$ cat config.mk
export PLATFORM = sky130hd
export DESIGN_NAME = seq_detect_param_flat
export DESIGN_NICKNAME = d
export VERILOG_FILES = /design/src/rtl/seq_detect_param_if.sv /design/src/rtl/seq_detect_param.sv /design/src/flat_wrapper.sv
export SDC_FILE = /design/constraint.sdc
export NUM_CORES = 1
export LEC_CHECK = 0
export ABC_AREA = 1
export CORE_MARGIN = 3
export CORE_UTILIZATION = 45
export CTS_CLUSTER_SIZE = 8
export DETAILED_ROUTE_END_ITERATION = 16
export GPL_ROUTABILITY_DRIVEN = 0
export PLACE_DENSITY = 0.7
export RECOVER_POWER = 25
export SYNTH_ARGS = -nofsm -noshare
export SYNTH_HDL_FRONTEND = slang
export SYNTH_SLANG_ARGS = --single-unit
$ cat constraint.sdc
create_clock -name clk -period 2.3 [get_ports clk]
set_input_delay 0.69 -clock clk [delete_from_list [all_inputs] [get_ports clk]]
set_output_delay 0.69 -clock clk [all_outputs]
set_load 0.01 [all_outputs]
$ cat src/rtl/seq_detect_param_if.sv
// ----------------------------------------------------------------------------
// seq_detect_param_if
// Bundles the serial data, configuration and result signals of the
// parametrised pattern detector so that the detector and its driver connect
// through one port.
//   din_valid   : din is sampled on this edge when high
//   din         : serial data bit
//   cfg_we      : load cfg_pattern / cfg_mask on this edge
//   cfg_pattern : new pattern (W bits)
//   cfg_mask    : new compare mask, 1 = compare bit, 0 = don't care (W bits)
//   cnt_clr     : clear the match counter
//   hist        : most recent W bits, hist[0] = newest
//   match       : registered one-cycle match pulse
//   match_cnt   : saturating match count (CNT_W bits)
// master = source of stimulus/config, slave = the detector.
// ----------------------------------------------------------------------------
interface seq_detect_param_if #(
    parameter int W     = 4,
    parameter int CNT_W = 8
);
    logic             din_valid;
    logic             din;
    logic             cfg_we;
    logic [W-1:0]     cfg_pattern;
    logic [W-1:0]     cfg_mask;
    logic             cnt_clr;
    logic [W-1:0]     hist;
    logic             match;
    logic [CNT_W-1:0] match_cnt;

    modport master (
        output din_valid, din, cfg_we, cfg_pattern, cfg_mask, cnt_clr,
        input  hist, match, match_cnt
    );

    modport slave (
        input  din_valid, din, cfg_we, cfg_pattern, cfg_mask, cnt_clr,
        output hist, match, match_cnt
    );
endinterface

$ cat src/rtl/seq_detect_param.sv
// ----------------------------------------------------------------------------
// seq_detect_param
// Serial bit-pattern detector. Each accepted bit is shifted into a W-bit
// history; a registered one-cycle match pulse is raised when the post-shift
// history equals a runtime-loadable pattern on the bits selected by a
// runtime-loadable mask. Overlapping or non-overlapping matching is chosen by
// the OVERLAP parameter. Matches are counted in a saturating counter.
// Ports:
//   clk   : rising-edge clock, sole clock domain
//   reset : synchronous, active-high; restores all state
//   bus   : seq_detect_param_if.slave (data, config, counter clear, results)
// Parameters: W (2..32), PATTERN / MASK (reset values of the config
// registers), OVERLAP (1 = overlapping matches), CNT_W (counter width).
// ----------------------------------------------------------------------------
module seq_detect_param #(
    parameter int           W       = 4,
    parameter logic [W-1:0] PATTERN = 4'b1101,
    parameter logic [W-1:0] MASK    = 4'b1111,
    parameter bit           OVERLAP = 1'b1,
    parameter int           CNT_W   = 8
) (
    input  logic               clk,
    input  logic               reset,
    seq_detect_param_if.slave  bus
);
    // fill counts 0..W inclusive, so it needs room for the value W itself
    localparam int FW = $clog2(W + 1);

    logic [W-1:0]     hist_q;
    logic [W-1:0]     pat_q;
    logic [W-1:0]     mask_q;
    logic [FW-1:0]    fill_q;
    logic             match_q;
    logic [CNT_W-1:0] cnt_q;

    logic [W-1:0]     hist_d;
    logic [FW-1:0]    fill_inc;
    logic             hit;
    logic [CNT_W-1:0] cnt_d;

    always_comb begin
        hist_d   = {hist_q[W-2:0], bus.din};
        fill_inc = (fill_q == FW'(W)) ? fill_q : fill_q + FW'(1);
        // cfg_we wins over din_valid: the bit presented with a config load is dropped
        hit      = bus.din_valid && !bus.cfg_we && (fill_inc == FW'(W)) &&
                   (((hist_d ^ pat_q) & mask_q) == '0);
    end

    // Clearing and a simultaneous new match combine to a count of one
    always_comb begin
        cnt_d = cnt_q;
        if (hit) begin
            if (bus.cnt_clr)
                cnt_d = CNT_W'(1);
            else if (cnt_q != '1)
                cnt_d = cnt_q + CNT_W'(1);
        end else if (bus.cnt_clr) begin
            cnt_d = '0;
        end
    end

    always_ff @(posedge clk) begin
        if (reset) begin
            hist_q  <= '0;
            pat_q   <= PATTERN;
            mask_q  <= MASK;
            fill_q  <= '0;
            match_q <= 1'b0;
            cnt_q   <= '0;
        end else begin
            if (bus.cfg_we) begin
                pat_q  <= bus.cfg_pattern;
                mask_q <= bus.cfg_mask;
                fill_q <= '0;
            end else if (bus.din_valid) begin
                hist_q <= hist_d;
                // Non-overlapping mode restarts the fill so W fresh bits are needed
                if (!OVERLAP && hit)
                    fill_q <= '0;
                else
                    fill_q <= fill_inc;
            end
            match_q <= hit;
            cnt_q   <= cnt_d;
        end
    end

    assign bus.hist      = hist_q;
    assign bus.match     = match_q;
    assign bus.match_cnt = cnt_q;
endmodule

$ cat src/flat_wrapper.sv
// flat-port wrapper written by rule: the top's interface ports become plain ports
module seq_detect_param_flat 
#(
    parameter int           W       = 4,
    parameter logic [W-1:0] PATTERN = 4'b1101,
    parameter logic [W-1:0] MASK    = 4'b1111,
    parameter bit           OVERLAP = 1'b1,
    parameter int           CNT_W   = 8
)
  (clk, reset, bus_din_valid, bus_din, bus_cfg_we, bus_cfg_pattern, bus_cfg_mask, bus_cnt_clr, bus_hist, bus_match, bus_match_cnt);
  seq_detect_param_if #(.W(W), .CNT_W(CNT_W)) bus_i ();
  input  logic clk;
  input  logic reset;
  input wire logic [$bits(bus_i.din_valid)-1:0] bus_din_valid;
  input wire logic [$bits(bus_i.din)-1:0] bus_din;
  input wire logic [$bits(bus_i.cfg_we)-1:0] bus_cfg_we;
  input wire logic [$bits(bus_i.cfg_pattern)-1:0] bus_cfg_pattern;
  input wire logic [$bits(bus_i.cfg_mask)-1:0] bus_cfg_mask;
  input wire logic [$bits(bus_i.cnt_clr)-1:0] bus_cnt_clr;
  output wire logic [$bits(bus_i.hist)-1:0] bus_hist;
  output wire logic [$bits(bus_i.match)-1:0] bus_match;
  output wire logic [$bits(bus_i.match_cnt)-1:0] bus_match_cnt;
  assign bus_i.din_valid = bus_din_valid;
  assign bus_i.din = bus_din;
  assign bus_i.cfg_we = bus_cfg_we;
  assign bus_i.cfg_pattern = bus_cfg_pattern;
  assign bus_i.cfg_mask = bus_cfg_mask;
  assign bus_i.cnt_clr = bus_cnt_clr;
  assign bus_hist = bus_i.hist;
  assign bus_match = bus_i.match;
  assign bus_match_cnt = bus_i.match_cnt;
  seq_detect_param #(.W(W), .PATTERN(PATTERN), .MASK(MASK), .OVERLAP(OVERLAP), .CNT_W(CNT_W)) u_core (.clk(clk), .reset(reset), .bus(bus_i));
endmodule
-- Word level (Yosys, flattened, before mapping)
Cells that the tools add are included.
- add/sub/neg operators: 2
- eq/ne operators: 3
- multiplexer cells: 5
- bitwise gates (word level): 3
- reductions and logical operators: 10
- operator list (operator ; number):
    $mux 8 ; 4
    $add 8x1->8 const B ; 1
    $ne 8x8->1 const B ; 1
    $eq 3x3->1 const B ; 2
    $and 4x4->4 ; 1
    $logic_not 4->1 ; 1
    $reduce_and 2->1 ; 2
    $reduce_bool 2->1 ; 2
    $xor 4x4->4 ; 1
    $add 3x1->3 const B ; 1
    $logic_and 1x1->1 ; 3
    $mux 3 ; 1
    $reduce_or 2->1 ; 1
    $logic_not 1->1 ; 1
    $not 1->1 ; 1
- flip-flop bits (word level): 24
- logic and storage cells: 29

-- Depth between registers and ports, before layout
Gate-level depths: netlist of the first run.
- depth after elaboration: 7
- gate-level depth with buffers: 11
- mapped depth without buffers: 11

-- Worst setup path after synthesis of the first run
Ideal clock, no wire load.
- path kind: input to register
- start point: input bus_cfg_we
- end point: register u_core.cnt_q[3] (netlist: u_core.bus.match_cnt[3])
- setup time: 0.069 ns
- data arrival time: 1.582 ns
- data required time: 2.231 ns
- path slack: 0.649 ns
- stages on the path: 10
- path buffers: 1
- cells stage by stage: buf_6 clkinv_4 nand2_4 nor2_4 o21ai_2 nor2_8 nand3_4 nand2_2 nand2_1 a21oi_2
- longest elaborated chain between the ends: 6
- ends and longest elaborated chain (element ; line ; RTL):
    start: declaration ; flat_wrapper.sv:16 ; input wire logic [$bits(bus_i.cfg_we)-1:0] bus_cfg_we;
    $logic_not 1->1 (*) ; seq_detect_param.sv:45 ; hit = bus.din_valid && !bus.cfg_we && (fill_inc == FW'(W)) &&
    $logic_and 1x1->1 (*) (3 in series) ; seq_detect_param.sv:45 ;
    $reduce_bool 2->1 (no source line) ; n/a ;
    $reduce_and 2->1 (no source line) ; n/a ;
    end signal: assignment ; seq_detect_param.sv:84 ; cnt_q <= cnt_d;
    end: declaration ; seq_detect_param.sv:34 ; logic [CNT_W-1:0] cnt_q;
Every way passes the cells marked *; elsewhere a longest branch is shown, timed or not.
A chain may end at the register's enable or synchronous reset.

-- Final worst setup path of the first run
- start point: register u_core.cnt_q[5] (netlist: u_core.bus.match_cnt[5])
- end point: output bus_match_cnt[5]
- RTL lines (element ; line ; RTL):
    end: declaration ; flat_wrapper.sv:22 ; output wire logic [$bits(bus_i.match_cnt)-1:0] bus_match_cnt;
No word-level cell between the ends.

==> results of run 1 <==
[registers in the layout, summed over array words and instances, names as in the netlist]
name and flops:
u_core.bus.match_cnt 8, u_core.bus.hist 4, u_core.mask_q 4, u_core.pat_q 4, u_core.fill_q 3, u_core.bus.match 1
[how the worst max path moves through the flow]
stage / from / endpoint / slack, ps / cells after the start
3_3_place_gp: bus_din / u_core.bus.match_cnt[7]$_SDFFE_PP0P_ / 170 / 9
2_1_floorplan: bus_cfg_we / u_core.bus.match_cnt[3]$_SDFFE_PP0P_ / 650 / 10
3_5_place_dp: bus_din / u_core.bus.match_cnt[3]$_SDFFE_PP0P_ / 120 / 9
6_report: u_core.bus.match_cnt[5]$_SDFFE_PP0P_ / bus_match_cnt[5] / 270 / 1
5_1_grt: u_core.bus.match_cnt[5]$_SDFFE_PP0P_ / bus_match_cnt[5] / 190 / 1
4_1_cts: u_core.bus.match_cnt[5]$_SDFFE_PP0P_ / bus_match_cnt[5] / 270 / 1
[power by group through the flow]
stage / registers [mW] / logic [mW] / clock network, mW
3_3_place_gp: 0.453 / 0.116 / 0
3_5_place_dp: 0.453 / 0.118 / 0
5_1_grt: 0.447 / 0.130 / 0.334
4_1_cts: 0.444 / 0.119 / 0.316
2_1_floorplan: 0.453 / 0.0659 / 0
6_report: 0.444 / 0.115 / 0.319
[layout make-up]
class | count | area share
multi-input cells | 126 | 0.410
flip-flops and latches | 24 | 0.295
repair buffers | 30 | 0.176
inverters | 26 | 0.0630
well taps | 30 | 0.0231
clock inverters | 1 | 0.0184
clock buffers | 3 | 0.0138
[cells in the final DEF (no fill, tap or decap), drive strengths merged]
cell type	n
clkdlybuf4s50	25
nand2	48
dfxtp	24
clkinv	3
o211ai	1
bufinv	1
dlygate4sd3	1
clkbuf	4
or2	1
o21ai	9
nor2	23
o31ai	1
nand4	3
a21oi	13
a211oi	1
inv	23
xor2	2
nand3	21
buf	3
ha	3
[cell families after synthesis]
kind of cell    Yosys count  share of synthesized area
compound gates           25                      0.125
xor+xnor                  2                     0.0137
fa+ha+maj                 3                     0.0294
buf+inv                  29                     0.0950
flops                    24                      0.376
simple gates             96                      0.360
[metal layers]
| metal | routed length, um | vias to the layer above |
|---|---|---|
| met5 | 0 | - |
| met2 | 1270 | 29 |
| met3 | 158 | 2 |
| met4 | 13 | 0 |
| met1 | 1350 | 571 |
| li1 | - | 634 |
[tightest hold or removal path, delay by kind of cell, from the launching register on]
family / cells / cell delay (ps)
simple gates: 2 / 110
flops: 1 / 340
==> flow_summary.yaml, run 1 <==
outcome:
  status: "complete, no violations"
timing:
  setup_tns_ps: 0
  skew_ps: 6.65
  period_minus_slack_ps: 2030
  hold_violations: 0
  tightestPinTransition_ps: 394
  whs_ps: 482
  setup_viol: 0
  fin_crit_sh: 0.882
  rsz0062_at_grt: "no"
  timing.final.ws_setup_ps: 272
  slew_headroom: 0.737
  clock.fmax_mhz: 493
  slew_violations: 0
clock_tree:
  cts_tree: "yes"
  clk_latency_ps: 330
  holdBufCountCts: 0
  cts.sinks: 24
  max-clock-path-buffers: 2
  numCtsBuffers: 3
  post_cts_resized: 0
  cts-root-buf: "clkbuf_4"
  post_cts_buffers: 0
  clk_pin_slew_ps: 150
  cts.htree.levels: 1
synthesis:
  synthTopCellsByArea: "dfxtp_1 (38%), nand2_1 (13%), nand3_1 (7.8%)"
  syn_nets: 196
  yosysMostFrequentCell: "nand2_1"
  yosys_warnings: 0
  yosysUniqueCellTypes: 28
  synth_common_cells: "nand2_1 (45), dfxtp_1 (24), inv_1 (22)"
  synthFlopType: "dfxtp_1"
  synthCells: 179
  postSynthAreaPerCell_um2: 7.14
  synth-seq-cells: 24
  synthArstFlopShare: 0
  synth_top_area_share: 0.376
  synth_edf_count: 0
  syn_area_um2: 1280
  ys_seq_area_frac: 0.376
  synth_top_cell_by_area: "dfxtp_1"
critical_path:
  crit_path_max_incr_delay_ps: 570
  critical_path_class: "flip-flop to output pin"
  cp_slowest_cell: "clkdlybuf4s50_1"
  critPathBufInv: 1
  r2r_slack_ps: 600
  crit_path_start_kind: "flip-flop"
  reg2reg_to: "u_core.bus.match_cnt[3]$_SDFFE_PP0P_"
  path_cells: "clkdlybuf4s50_1"
  cpLargestDelayFamily: "buffers and inverters"
  arrival_ps: 1340
  cp.required_ps: 1610
  end_kind: "output pin"
  worstReg2RegStart: "u_core.fill_q[0]$_SDFFE_PP0P_"
  crit_fanout: 5
  r2r_cells: 11
die:
  core_um2: 2590
  fp.dieH_um: 59.3
  die_area_um2: 3510
  io_pins: 27
  initial_core_util: 0.493
  fp-row-count: 18
  dieWidth_um: 59.3
place:
  dpl_cell_area_um2: 1590
  place_ws_ps: 123
  place_inst: 236
  io_buffers: 26
  hpwl_um: 2170
power_and_ir_drop:
  sequentialPowerShare: 0.506
  clockPowerShare: 0.363
  swShare: 0.247
  power_frac_comb: 0.131
  p_sw_mw: 0.217
  power.total_mw: 0.878
  internal_power_mw: 0.662
  power_density_nw_per_um2: 540
  p_leak_nw: 0.725
  peakVddDrop_mv: 0.511
drt:
  wire_per_inst_um: 11.6
  wl_um: 2790
  postRouteAntennaNets: 0
  drt-initial-drc-count: 79
  via_per_inst: 5.15
  drc: 0
  drtPass1Iterations: 4
  num_vias: 1236
hold_path:
  hold_path.class: "flip-flop to flip-flop"
  hold_start: "u_core.mask_q[1]$_SDFFE_PP1P_"
  min_path_cells: 2
  whs_endpoint: "u_core.mask_q[1]$_SDFFE_PP1P_"
layout:
  antenna_cells: 0
  syn_to_final_growth_pct: 27.4
  nets: 228
  fin_util: 0.629
  fill_cells: 221
  multiInputGateArea_um2: 668
  area.sequential_um2: 480
  finalInstanceArea_um2: 1630
  drive_above_1_share: 0.114
  final_cell_count_no_fill: 240
global_route:
  grt_max_degree: 15
  grt_usage: 0.174
  busiest_layer: "met2"
  grt_use_met2: 0.267
  antenna_found_initial: 0
  grt-ovfl-total: 0
  grtUsageMet3: 0.0392
  grt_pass1_vias: 1147
  grt_first_pass_wirelength_um: 4770
  grtUsageMet1: 0.244
run:
  drv_cap: 0
Power figures use the tool's default switching activity.
==> inputs of run 2 (changes only) <==
--- a/config.mk
+++ b/config.mk
@@ -6,5 +6,4 @@
 export NUM_CORES = 1
 export LEC_CHECK = 0
-export ABC_AREA = 1
 export CORE_MARGIN = 3
 export CORE_UTILIZATION = 45
@@ -12,5 +11,5 @@
 export DETAILED_ROUTE_END_ITERATION = 16
 export GPL_ROUTABILITY_DRIVEN = 0
-export PLACE_DENSITY = 0.7
+export PLACE_DENSITY = 0.71
 export RECOVER_POWER = 25
 export SYNTH_ARGS = -nofsm -noshare
==> constraint.sdc (replaced) <==
create_clock -name clk -period 2.3 [get_ports clk]
set_input_delay 0.69 -clock clk [delete_from_list [all_inputs] [get_ports clk]]
set_output_delay 0.69 -clock clk [all_outputs]
set_load 0.05 [all_outputs]
==> run 2 against run 1 <==
  * Die area shrank 8.6%
  * Largest power group unchanged
  * Count of clock-buffer cells in the layout is the same
  * Combinational power shrank 21%
  * Register-to-register slack lost 480 ps
==> flow_summary.yaml, run 2 <==
outcome:
  status: "complete, no violations"
die:
  dieWidth_um: 56.7
  io_pins: 27
  core_um2: 2320
  fp-row-count: 17
  fp.dieH_um: 56.7
  die_area_um2: 3210
  initial_core_util: 0.499
run:
  drv_cap: 0
drt:
  num_vias: 1009
  drt-initial-drc-count: 33
  wire_per_inst_um: 13.8
  via_per_inst: 5.51
  drtPass1Iterations: 5
  wl_um: 2520
  postRouteAntennaNets: 0
  drc: 0
critical_path:
  path_cells: "clkdlybuf4s50_1"
  arrival_ps: 1540
  critPathBufInv: 1
  cp.required_ps: 1610
  crit_path_start_kind: "flip-flop"
  critical_path_class: "flip-flop to output pin"
  crit_fanout: 4
  cpLargestDelayFamily: "buffers and inverters"
  end_kind: "output pin"
  crit_path_max_incr_delay_ps: 830
  cp_slowest_cell: "clkdlybuf4s50_1"
timing:
  period_minus_slack_ps: 2230
  slew_violations: 0
  clock.fmax_mhz: 447
  skew_ps: 11.5
  whs_ps: 512
  fin_crit_sh: 0.972
  hold_violations: 0
  timing.final.ws_setup_ps: 65.1
  rsz0062_at_grt: "no"
  setup_viol: 0
  tightestPinTransition_ps: 709
  setup_tns_ps: 0
  slew_headroom: 0.527
layout:
  nets: 173
  mostFrequentLayoutCell: "dfxtp_1"
  area.sequential_um2: 484
  antenna_cells: 0
  drive_above_1_share: 0.129
  fill_cells: 200
  fin_util: 0.668
  final_cell_mix: "dfxtp_1 (23), clkdlybuf4s50_1 (17), nor2_1 (11)"
  largest_reg_flops: 8
  syn_to_final_growth_pct: 33.9
  multiInputGateArea_um2: 639
synthesis:
  synth_top_area_share: 0.416
  synthTopCellsByArea: "dfxtp_1 (42%), mux2i_1 (6.1%), nor2b_1 (5.4%)"
  synth_common_cells: "dfxtp_1 (24), nor2_1 (11), nor2b_1 (10)"
  postSynthAreaPerCell_um2: 9.25
  synth_top_cell_by_area: "dfxtp_1"
  synth-seq-cells: 24
  ys_seq_area_frac: 0.416
  yosys_warnings: 0
  syn_area_um2: 1160
  yosysUniqueCellTypes: 39
  synthArstFlopShare: 0
  yosysMostFrequentCell: "dfxtp_1"
  synthCells: 125
  synthFlopType: "dfxtp_1"
  syn_nets: 142
  synth_edf_count: 0
clock_tree:
  cts.sinks: 24
  cts.htree.levels: 1
  cts-root-buf: "clkbuf_4"
  clk_pin_slew_ps: 140
  clk_latency_ps: 320
  holdBufCountCts: 0
  numCtsBuffers: 3
  max-clock-path-buffers: 2
  cts_tree: "yes"
global_route:
  grt_pass1_vias: 949
  antenna_found_initial: 0
  grt_first_pass_wirelength_um: 4340
  grt-ovfl-total: 0
  grt_max_degree: 19
  grt_usage: 0.168
place:
  hpwl_um: 1870
  io_buffers: 26
  place_ws_ps: -157
power_and_ir_drop:
  power_density_nw_per_um2: 539
  peakVddDrop_mv: 0.368
  p_leak_nw: 0.706
hold_path:
  hold_path.class: "flip-flop to flip-flop"
==> run 2: cell types whose count changed in the layout (fill, tap and decap cells not counted), sizes merged, moves of 4 or more <==
cell,delta
a211o,+7
a21oi,-6
and3,+4
clkdlybuf4s50,-8
dlymetal6s2s,+7
inv,-20
mux2i,+7
nand2,-42
nand3,-17
nor2,-12
nor2b,+10
o21ai,-4
==> run 2: cell type report <==
type | instances | area share
clock buffer | 3 | 0.0146
clock inverter | 1 | 0.0194
inverter | 3 | 0.00728
multi-input combinational | 91 | 0.413
sequential | 24 | 0.313
tap | 28 | 0.0226
timing repair buffer | 33 | 0.210
==> run 2: stage by stage <==
step                      instance area (um^2)  total power [mW]  instances
after floorplan                           1160             0.497        125
after global placement                    1470             0.534        178
after detailed placement                  1470             0.536        178
after CTS                                 1520             0.839        182
after global routing                      1550             0.869        183
final                                     1550             0.834        183
==> run 2: routing by layer <==
metal,global-route usage,share of wire,wire length (um)
met4,0.0712,0.015,37
met2,0.236,0.42,1060
met1,0.248,0.52,1310
met5,0,0,0
met3,0.0299,0.045,114
==> run 2: path summary, 6_finish.rpt <==
path | from | end | slack [ps] | cells past startpoint
worst max-delay path | u_core.bus.match_cnt[6]$_SDFFE_PP0P_ | bus_match_cnt[6] | 70 | 1
worst min-delay path | u_core.bus.hist[3]$_SDFFE_PP0P_ | u_core.bus.hist[3]$_SDFFE_PP0P_ | 510 | 2
worst max register to register | u_core.fill_q[0]$_SDFFE_PP0P_ | u_core.bus.match_cnt[5]$_SDFFE_PP0P_ | 120 | 8
worst min register to register | u_core.bus.hist[3]$_SDFFE_PP0P_ | u_core.bus.hist[3]$_SDFFE_PP0P_ | 510 | 2
==> run 2: timing repair <==
item / CTS / global route
resized for setup: 1 / 11
pin swaps: 0 / 2
setup endpoints to repair: 1 / 12
setup buffers: 0 / 1
gates cloned: 0 / 0
==> run 2: power breakdown <==
part / switching, mW / leakage (nW) / internal, mW
combinational: 0.0407 / 0.482 / 0.0503
sequential: 0.00767 / 0.197 / 0.428
clock: 0.131 / 0.0279 / 0.176
total: 0.179 / 0.706 / 0.654
==> run 2: worst register-to-register path, delay by kind of cell (launching register included) <==
family                   cells  cell delay, ps
AO/OA/AOI/OAI                3             660
flip-flops                   1             390
AND/OR/NAND/NOR              2             620
adder cells (fa/ha/maj)      1             210
buffers and inverters        2             240
==> run 2: logic make-up after synthesis <==
kind of cell,Yosys count,share of synthesized area
DFF,24,0.416
and+or+nand+nor,50,0.260
xor gates and xnor gates,5,0.0379
AOI/OAI and AO/OA,26,0.157
adders and majority gates,3,0.0325
buffers and inverters,10,0.0368
muxes,7,0.0606
